<file path="src/rtl/ems_page_mapper.sv">
// EMS page-frame register file and window decoder feeding the SDRAM RAM block.
// Optional I/O readback of the registers is built when EMS_READBACK_EN is defined.
module ems_page_mapper #(
    parameter logic [9:0] EMS_IO_BASE    = 10'h260,
    parameter logic [1:0] DEFAULT_FRAME  = 2'd1,
    parameter logic       DEFAULT_ENABLE = 1'b0
) (
    input  logic             clock,
    input  logic             reset_n,
    input  logic [19:0]      address,
    input  logic [7:0]       internal_data_bus,
    input  logic             io_write_n,
    input  logic             io_read_n,
    output logic [7:0]       data_bus_out,
    output logic             ems_io_select_n,
    output logic [0:3][6:0]  map_ems,
    output logic             ems_b1,
    output logic             ems_b2,
    output logic             ems_b3,
    output logic             ems_b4
);

    typedef enum logic [0:0] {
        W_IDLE  = 1'b0,
        W_ARMED = 1'b1
    } wstate_t;

    wstate_t          state_q, state_d;
    logic             wr_prev_q;
    logic [9:0]       waddr_q, waddr_d;
    logic [7:0]       wdata_q, wdata_d;
    logic             commit_s;
    logic [9:0]       woff_s;

    logic [0:3][6:0]  page_q, page_d;
    logic [0:3]       pen_q, pen_d;
    logic             ctl_en_q, ctl_en_d;
    logic [1:0]       ctl_frame_q, ctl_frame_d;

    logic [3:0]       frame_base_s;
    logic             hit_s;
    logic [1:0]       win_s;
    logic             unused_s;

    // Write-strobe state, capture registers and previous strobe level
    always_ff @(posedge clock or negedge reset_n) begin
        if (!reset_n) begin
            state_q   <= W_IDLE;
            wr_prev_q <= 1'b0;
            waddr_q   <= 10'd0;
            wdata_q   <= 8'd0;
        end else begin
            state_q   <= state_d;
            wr_prev_q <= io_write_n;
            waddr_q   <= waddr_d;
            wdata_q   <= wdata_d;
        end
    end

    // Arm only on a genuine falling edge; wr_prev_q resets low so a strobe
    // already held low across reset release is ignored.
    always_comb begin
        state_d  = state_q;
        waddr_d  = waddr_q;
        wdata_d  = wdata_q;
        commit_s = 1'b0;
        case (state_q)
            W_IDLE: begin
                if (!io_write_n && wr_prev_q) begin
                    state_d = W_ARMED;
                    waddr_d = address[9:0];
                    wdata_d = internal_data_bus;
                end else begin
                    state_d = W_IDLE;
                end
            end
            W_ARMED: begin
                if (!io_write_n) begin
                    wdata_d = internal_data_bus;
                end else begin
                    state_d  = W_IDLE;
                    commit_s = 1'b1;
                end
            end
            default: begin
                state_d = W_IDLE;
            end
        endcase
    end

    assign woff_s = waddr_q - EMS_IO_BASE;

    // Register-file update on commit
    always_comb begin
        page_d      = page_q;
        pen_d       = pen_q;
        ctl_en_d    = ctl_en_q;
        ctl_frame_d = ctl_frame_q;
        if (commit_s) begin
            if (woff_s < 10'd4) begin
                page_d[woff_s[1:0]] = wdata_q[6:0];
                pen_d[woff_s[1:0]]  = wdata_q[7];
            end else if (woff_s == 10'd4) begin
                ctl_en_d    = wdata_q[0];
                ctl_frame_d = wdata_q[2:1];
            end else begin
                page_d = page_q;
            end
        end else begin
            page_d = page_q;
        end
    end

    // Register file storage
    always_ff @(posedge clock or negedge reset_n) begin
        if (!reset_n) begin
            page_q      <= '0;
            pen_q       <= 4'b0000;
            ctl_en_q    <= DEFAULT_ENABLE;
            ctl_frame_q <= DEFAULT_FRAME;
        end else begin
            page_q      <= page_d;
            pen_q       <= pen_d;
            ctl_en_q    <= ctl_en_d;
            ctl_frame_q <= ctl_frame_d;
        end
    end

    // Strobes stay combinational: the RAM block uses them against the same-cycle address.
    assign frame_base_s = 4'hC + {2'b00, ctl_frame_q};
    assign hit_s        = ctl_en_q && (ctl_frame_q != 2'd3) && (address[19:16] == frame_base_s);
    assign win_s        = address[15:14];

    assign ems_b1  = hit_s && (win_s == 2'd0) && pen_q[0];
    assign ems_b2  = hit_s && (win_s == 2'd1) && pen_q[1];
    assign ems_b3  = hit_s && (win_s == 2'd2) && pen_q[2];
    assign ems_b4  = hit_s && (win_s == 2'd3) && pen_q[3];
    assign map_ems = page_q;

`ifdef EMS_READBACK_EN
    logic [9:0] rd_off_s;
    logic       rd_hit_s;
    logic [7:0] rd_data_d, rd_data_q;

    assign rd_off_s        = address[9:0] - EMS_IO_BASE;
    assign rd_hit_s        = !io_read_n && (rd_off_s <= 10'd4);
    assign ems_io_select_n = !rd_hit_s;

    // Readback mux
    always_comb begin
        rd_data_d = 8'd0;
        if (rd_hit_s) begin
            if (rd_off_s == 10'd4) begin
                rd_data_d = {5'b00000, ctl_frame_q, ctl_en_q};
            end else begin
                rd_data_d = {pen_q[rd_off_s[1:0]], page_q[rd_off_s[1:0]]};
            end
        end else begin
            rd_data_d = 8'd0;
        end
    end

    // Registered readback data
    always_ff @(posedge clock or negedge reset_n) begin
        if (!reset_n) begin
            rd_data_q <= 8'd0;
        end else begin
            rd_data_q <= rd_data_d;
        end
    end

    assign data_bus_out = rd_data_q;
    assign unused_s     = ^address[13:10];
`else
    assign data_bus_out    = 8'd0;
    assign ems_io_select_n = 1'b1;
    assign unused_s        = ^{address[13:10], io_read_n};
`endif

endmodule

</file>
<file path="config.mk">
export PLATFORM = sky130hd
export DESIGN_NAME = ems_page_mapper
export DESIGN_NICKNAME = d
export VERILOG_FILES = /design/src/rtl/ems_page_mapper.sv
export SDC_FILE = /design/constraint.sdc
export NUM_CORES = 1
export LEC_CHECK = 0
export CORE_UTILIZATION = 25
export CTS_CLUSTER_DIAMETER = 60
export CTS_CLUSTER_SIZE = 30
export DETAILED_ROUTE_END_ITERATION = 7
export GPL_TIMING_DRIVEN = 0
export SLEW_MARGIN = 25
export SYNTH_ARGS = -nofsm -noshare
export SYNTH_HDL_FRONTEND = slang
export SYNTH_SLANG_ARGS = --single-unit
</file>
<file path="constraint.sdc">
create_clock -name clock -period 3.4 [get_ports clock]
set_input_delay 1.02 -clock clock [delete_from_list [all_inputs] [get_ports clock]]
set_output_delay 1.02 -clock clock [all_outputs]
set_load 0.01 [all_outputs]
</file>
==> Yosys cells after proc, flatten, opt, wreduce, memory -nomap -nowiden <==
Cells that the tools add are included.
{ "word_totals": {"ff_bits": 55, "inputBits": 32, "output_inout_bits": 41, "wordCells": 59} }
{ "op_classes": {"add_sub_neg": 2, "magnitude_cmp": 3, "eq_ne": 8, "mux": 14, "bitwise_logic": 3, "reduce_logical": 18} }
{ "ops": {"columns": ["operator", "n"], "rows": [
  ["bitwise mux 28 bit", 1],
  ["two-way mux 8 bit", 2],
  ["one-hot mux 8 bit (2 select lines)", 1],
  ["demux 7 bit (select 2 bit)", 1],
  ["logical AND 1 bit", 12],
  ["== test 10 x 3 -> 1 bit (second input constant)", 1],
  ["< comparator 10 x 3 -> 1 bit (second input constant)", 1],
  ["subtractor 10 bit (second input constant)", 1],
  ["two-way mux 7 bit", 1],
  ["inequality test 2 bit (second input constant)", 3],
  ["AND reduction 2 bit", 3],
  ["two-way mux 1 bit", 5],
  ["adder 3 x 3 -> 4 bit (first input constant)", 1],
  ["bitwise mux 4 bit", 1],
  ["== test 2 bit (second input constant)", 2],
  ["== test 4 bit", 1],
  [">= comparator 3 bit (second input constant)", 1],
  ["< comparator 3 x 1 -> 1 bit (second input constant)", 1],
  ["NOT 2 -> 3 bit", 1],
  ["AND reduction 3 bit", 1],
  ["demux 1 bit (select 2 bit)", 1],
  ["== test 2 x 1 -> 1 bit (second input constant)", 1],
  ["logical NOT 2 bit", 1],
  ["NOT 1 bit", 2],
  ["other kinds (2)", 2]
]} }

==> Depth between registers and ports, before layout <==
{ "logic_depth": {"ltp_word": 7, "mapped_depth": 6, "depth_no_buf": 5} }

==> Least setup slack after synthesis <==
OpenSTA, ideal clock, no wires.
{ "synth_path": {"kind": "input-to-output", "start": "input port address[16]", "end": "output port ems_b1", "arrival_ns": 1.732, "required_ns": 2.380, "path_slack_ns": 0.648, "cell_stages": 4, "path_buffers": 0, "path_cell_list": "nor4bb_1 > a21oi_1 > nor3_1 > and3b_1"} }
{ "synth_between": {"elab_chain_cells": 4} }
{ "synth_rtl": {"columns": ["item", "line", "rtl"], "rows": [
  ["start: declaration", "10", "input logic [19:0] address,"],
  ["== test 4 bit", "131", "assign hit_s = ctl_en_q && (ctl_frame_q != 2'd3) && (address[19:16] == frame_base_s);"],
  ["logical AND 1 bit", "131", null],
  ["logical AND 1 bit (2 in a row)", "134", "assign ems_b1 = hit_s && (win_s == 2'd0) && pen_q[0];"],
  ["end: declaration", "17", "output logic ems_b1,"]
]} }
Every way passes these cells.

==> Final worst setup path <==
{ "layout_path": {"start": "input port address[17]", "end": "output port ems_b1"} }
The elaborated chain is that of the path after synthesis.

==> summary.txt <==
Tcrit/Tclk final - 95.9%
Yosys warns - 0
WS Path Type - in2out
Pwr Total - 0.00134 W
Hold_ws - 515 ps
Asr flop ratio synth - 100%
Die height - 99.3 um
Antenna-violating nets left - 0
P&R area growth vs syn - 38.2%
CP peak stage delay - 280 ps
Total GRT Usage - 11.2%
Final number of setup-violating endpoints - 0
Worst-path clk slew - 100 ps
Worst hold path type - reg2reg
Synthesized flop and latch total - 55
TritonCTS Buffers - 5
Layout Nets - 279
Fmax - 307 MHz
Post-CTS setup buffer count - 0
Sequential fraction of the synthesis area - 58.2%
Ports - 73
Root buffer cell - clkbuf_8
CP startpoint kind - input port
Hold bufs inserted after CTS - 0
Wirelength per Cell - 14.4 um
Peak supply drop - 144 uV
Lkg Pwr - 1.52 nW
Mean post-synth cell area - 13.8 sq um
Setup Skew - 12.4 ps
Bufs on Longest Clock Path - 2
Initial antenna violation count - 0
Row count - 35
Critical Path RT - 2380 ps
CP max-delay cell - dlygate4sd2_1
Synth Instances - 172
Die Width - 99.3 um
Rel. slew slack - 41.9%
CP Max Fanout - 2
Synth cell types - 35
Post-synth EDFFs - 0
Fin. max-slew vios - 0
Detail Placement HPWL - 3570 um
Total Routed Length - 5140 um
GRT Residual Overflow - 0
Routability cong. - 0.652
Largest net degree at the start of global routing - 34
PD cells - 411 mW/mm^2
Clk Latency, worst-skew pair - 300 ps
Outcome - finished clean
Ys flop type - dfrtp_1
Initial Util - 25.8%
RSZ-0062 raised after global routing - false
Setup crit end kind - output pin
DRT Pass-1 Iters - 6
Post-Syn Area - 0.00237 sq mm
Minimum clock period - 3260 ps
Max-Cap Viols - 0
DRT iter0 DRCs - 33
First-pass GRT wire length - 8430 um
Vias in the first global route - 1607
TritonCTS clock tree - built
# diodes - 0
Cell chain of the critical path - dlygate4sd2_1 > nor4bb_4 > a21oi_2 > nor3_2 > and3b_1 > clkdlybuf4s15_2
Number of fill cells - 928
Total core area - 0.00920 sq mm
DIE AREA - 0.00987 sq mm
Vias post-DR - 1555
Share of cells above drive strength 1 - 31.3%
PortBufs - 58
Final Hold Viols - 0
DRC - 0
Htree depth - 2
CTS Sinks - 55
Drt via density - 4.36
Fin Setup TNS - 0 ps
Worst slew pin tran - 869 ps
Arrival @ worst endpoint - 2240 ps
==> Yosys cell counts, types with 2 or more instances <==
| cell | instances | share of area (%) |
|---|---|---|
| nor2_1 | 3 | 0.48 |
| nand2b_1 | 2 | 0.53 |
| buf_4 | 10 | 3.2 |
| conb_1 | 2 | 0.32 |
| nand2_1 | 25 | 4.0 |
| nor3b_1 | 2 | 0.63 |
| dfrtp_1 | 54 | 57 |
| nand3_1 | 2 | 0.42 |
| nand3b_1 | 2 | 0.63 |
| ha_1 | 2 | 1.1 |
| mux2_2 | 44 | 21 |
==> area by class of cell <==
class                      count  area, sq um  area share, %
buffer                        12         90.1           2.75
multi-input combinational    110          943           28.8
inverter                       2         7.51          0.229
clock buffer                   6         72.6           2.22
timing repair buffer          59          604           18.5
clock inverter                 2         38.8           1.19
sequential                    55         1380           42.1
tap                          111          139           4.24
==> where the power goes <==
part | internal [W] | switching, W | total (W)
registers | 0.000696 | 0.0000433 | 0.000740
clock network | 0.000223 | 0.000219 | 0.000442
logic | 0.0000892 | 0.0000745 | 0.000164
total | 0.00101 | 0.000336 | 0.00134
==> cells in the final DEF (no fill, tap or decap), types with 3 or more instances in the layout <==
cell             Yosys  final
dfrtp_1             54     54
clkdlybuf4s50_1      0     51
mux2_2              44     44
nand2_1             25     25
buf_4               10     11
conb_1               2      9
clkbuf_8             0      5
clkdlybuf4s15_2      0      4
nor2_1               3      3
==> worst paths after layout <==
| path | startpoint | end | slack [ps] | cells past startpoint |
|---|---|---|---|---|
| hold reg to reg | map_ems[2]$_DFFE_PN0P_ | map_ems[2]$_DFFE_PN0P_ | 510 | 1 |
| min in group asynchronous | reset_n | wr_prev_q$_DFF_PN0_ | 610 | 1 |
| setup reg to reg | waddr_q[5]$_DFFE_PN0P_ | map_ems[4]$_DFFE_PN0P_ | 1170 | 6 |
| hold / removal | map_ems[2]$_DFFE_PN0P_ | map_ems[2]$_DFFE_PN0P_ | 510 | 1 |
| max in group asynchronous | reset_n | map_ems[19]$_DFFE_PN0P_ | 2310 | 2 |
| setup / recovery | address[17] | ems_b1 | 140 | 6 |
==> metal layers <==
| metal | vias to the layer above | track usage, % | share of wire [%] |
|---|---|---|---|
| li1 | 725 | - | - |
| met1 | 789 | 14.1 | 44 |
| met2 | 39 | 18.6 | 50 |
| met3 | 2 | 2.81 | 5.7 |
| met4 | 0 | 4.07 | 0.95 |
| met5 | - | 0 | 0 |
==> worst max-delay path: cells and delay by family <==
family	cells	cell delay, ps
AO/OA/AOI/OAI	1	70
buffers and inverters	2	500
AND/OR/NAND/NOR	3	660
==> metrics by stage <==
step / cells / setup slack (ps) / instance area, sq um / util (%)
6_report: 357 / 139 / 3270 / 35.6
5_1_grt: 357 / 37.5 / 3270 / 35.6
4_1_cts: 357 / 42.5 / 3270 / 35.6
3_5_place_dp: 349 / -476 / 3130 / 34.1
3_3_place_gp: 348 / -452 / 3110 / 33.9
2_1_floorplan: 179 / 648 / 2390 / -
==> registers in the layout, indices dropped and copies added, names as in the netlist <==
register,cells
map_ems,28
ctl_en_q,1
ctl_frame_q,2
wr_prev_q,1
state_q,1
wdata_q,8
pen_q,4
waddr_q,10
==> kinds of logic after synthesis <==
| family | count (synthesis) | synth area share, % |
|---|---|---|
| adder cells (fa/ha/maj) | 2 | 1.06 |
| AND/OR/NAND/NOR | 44 | 9.88 |
| flip-flops | 55 | 58.2 |
| buffers and inverters | 14 | 4.12 |
| other | 2 | 0.317 |
| AO/OA/AOI/OAI | 10 | 5.18 |
| multiplexers | 44 | 20.9 |
| XOR/XNOR | 1 | 0.370 |
==> repair_timing <==
action / 4_1_cts / 5_1_grt
resized for setup: 17 / 1
pin swaps: 2 / 3
setup endpoints to repair: 4 / 4
No activity file was read; power rests on OpenSTA's default activity.
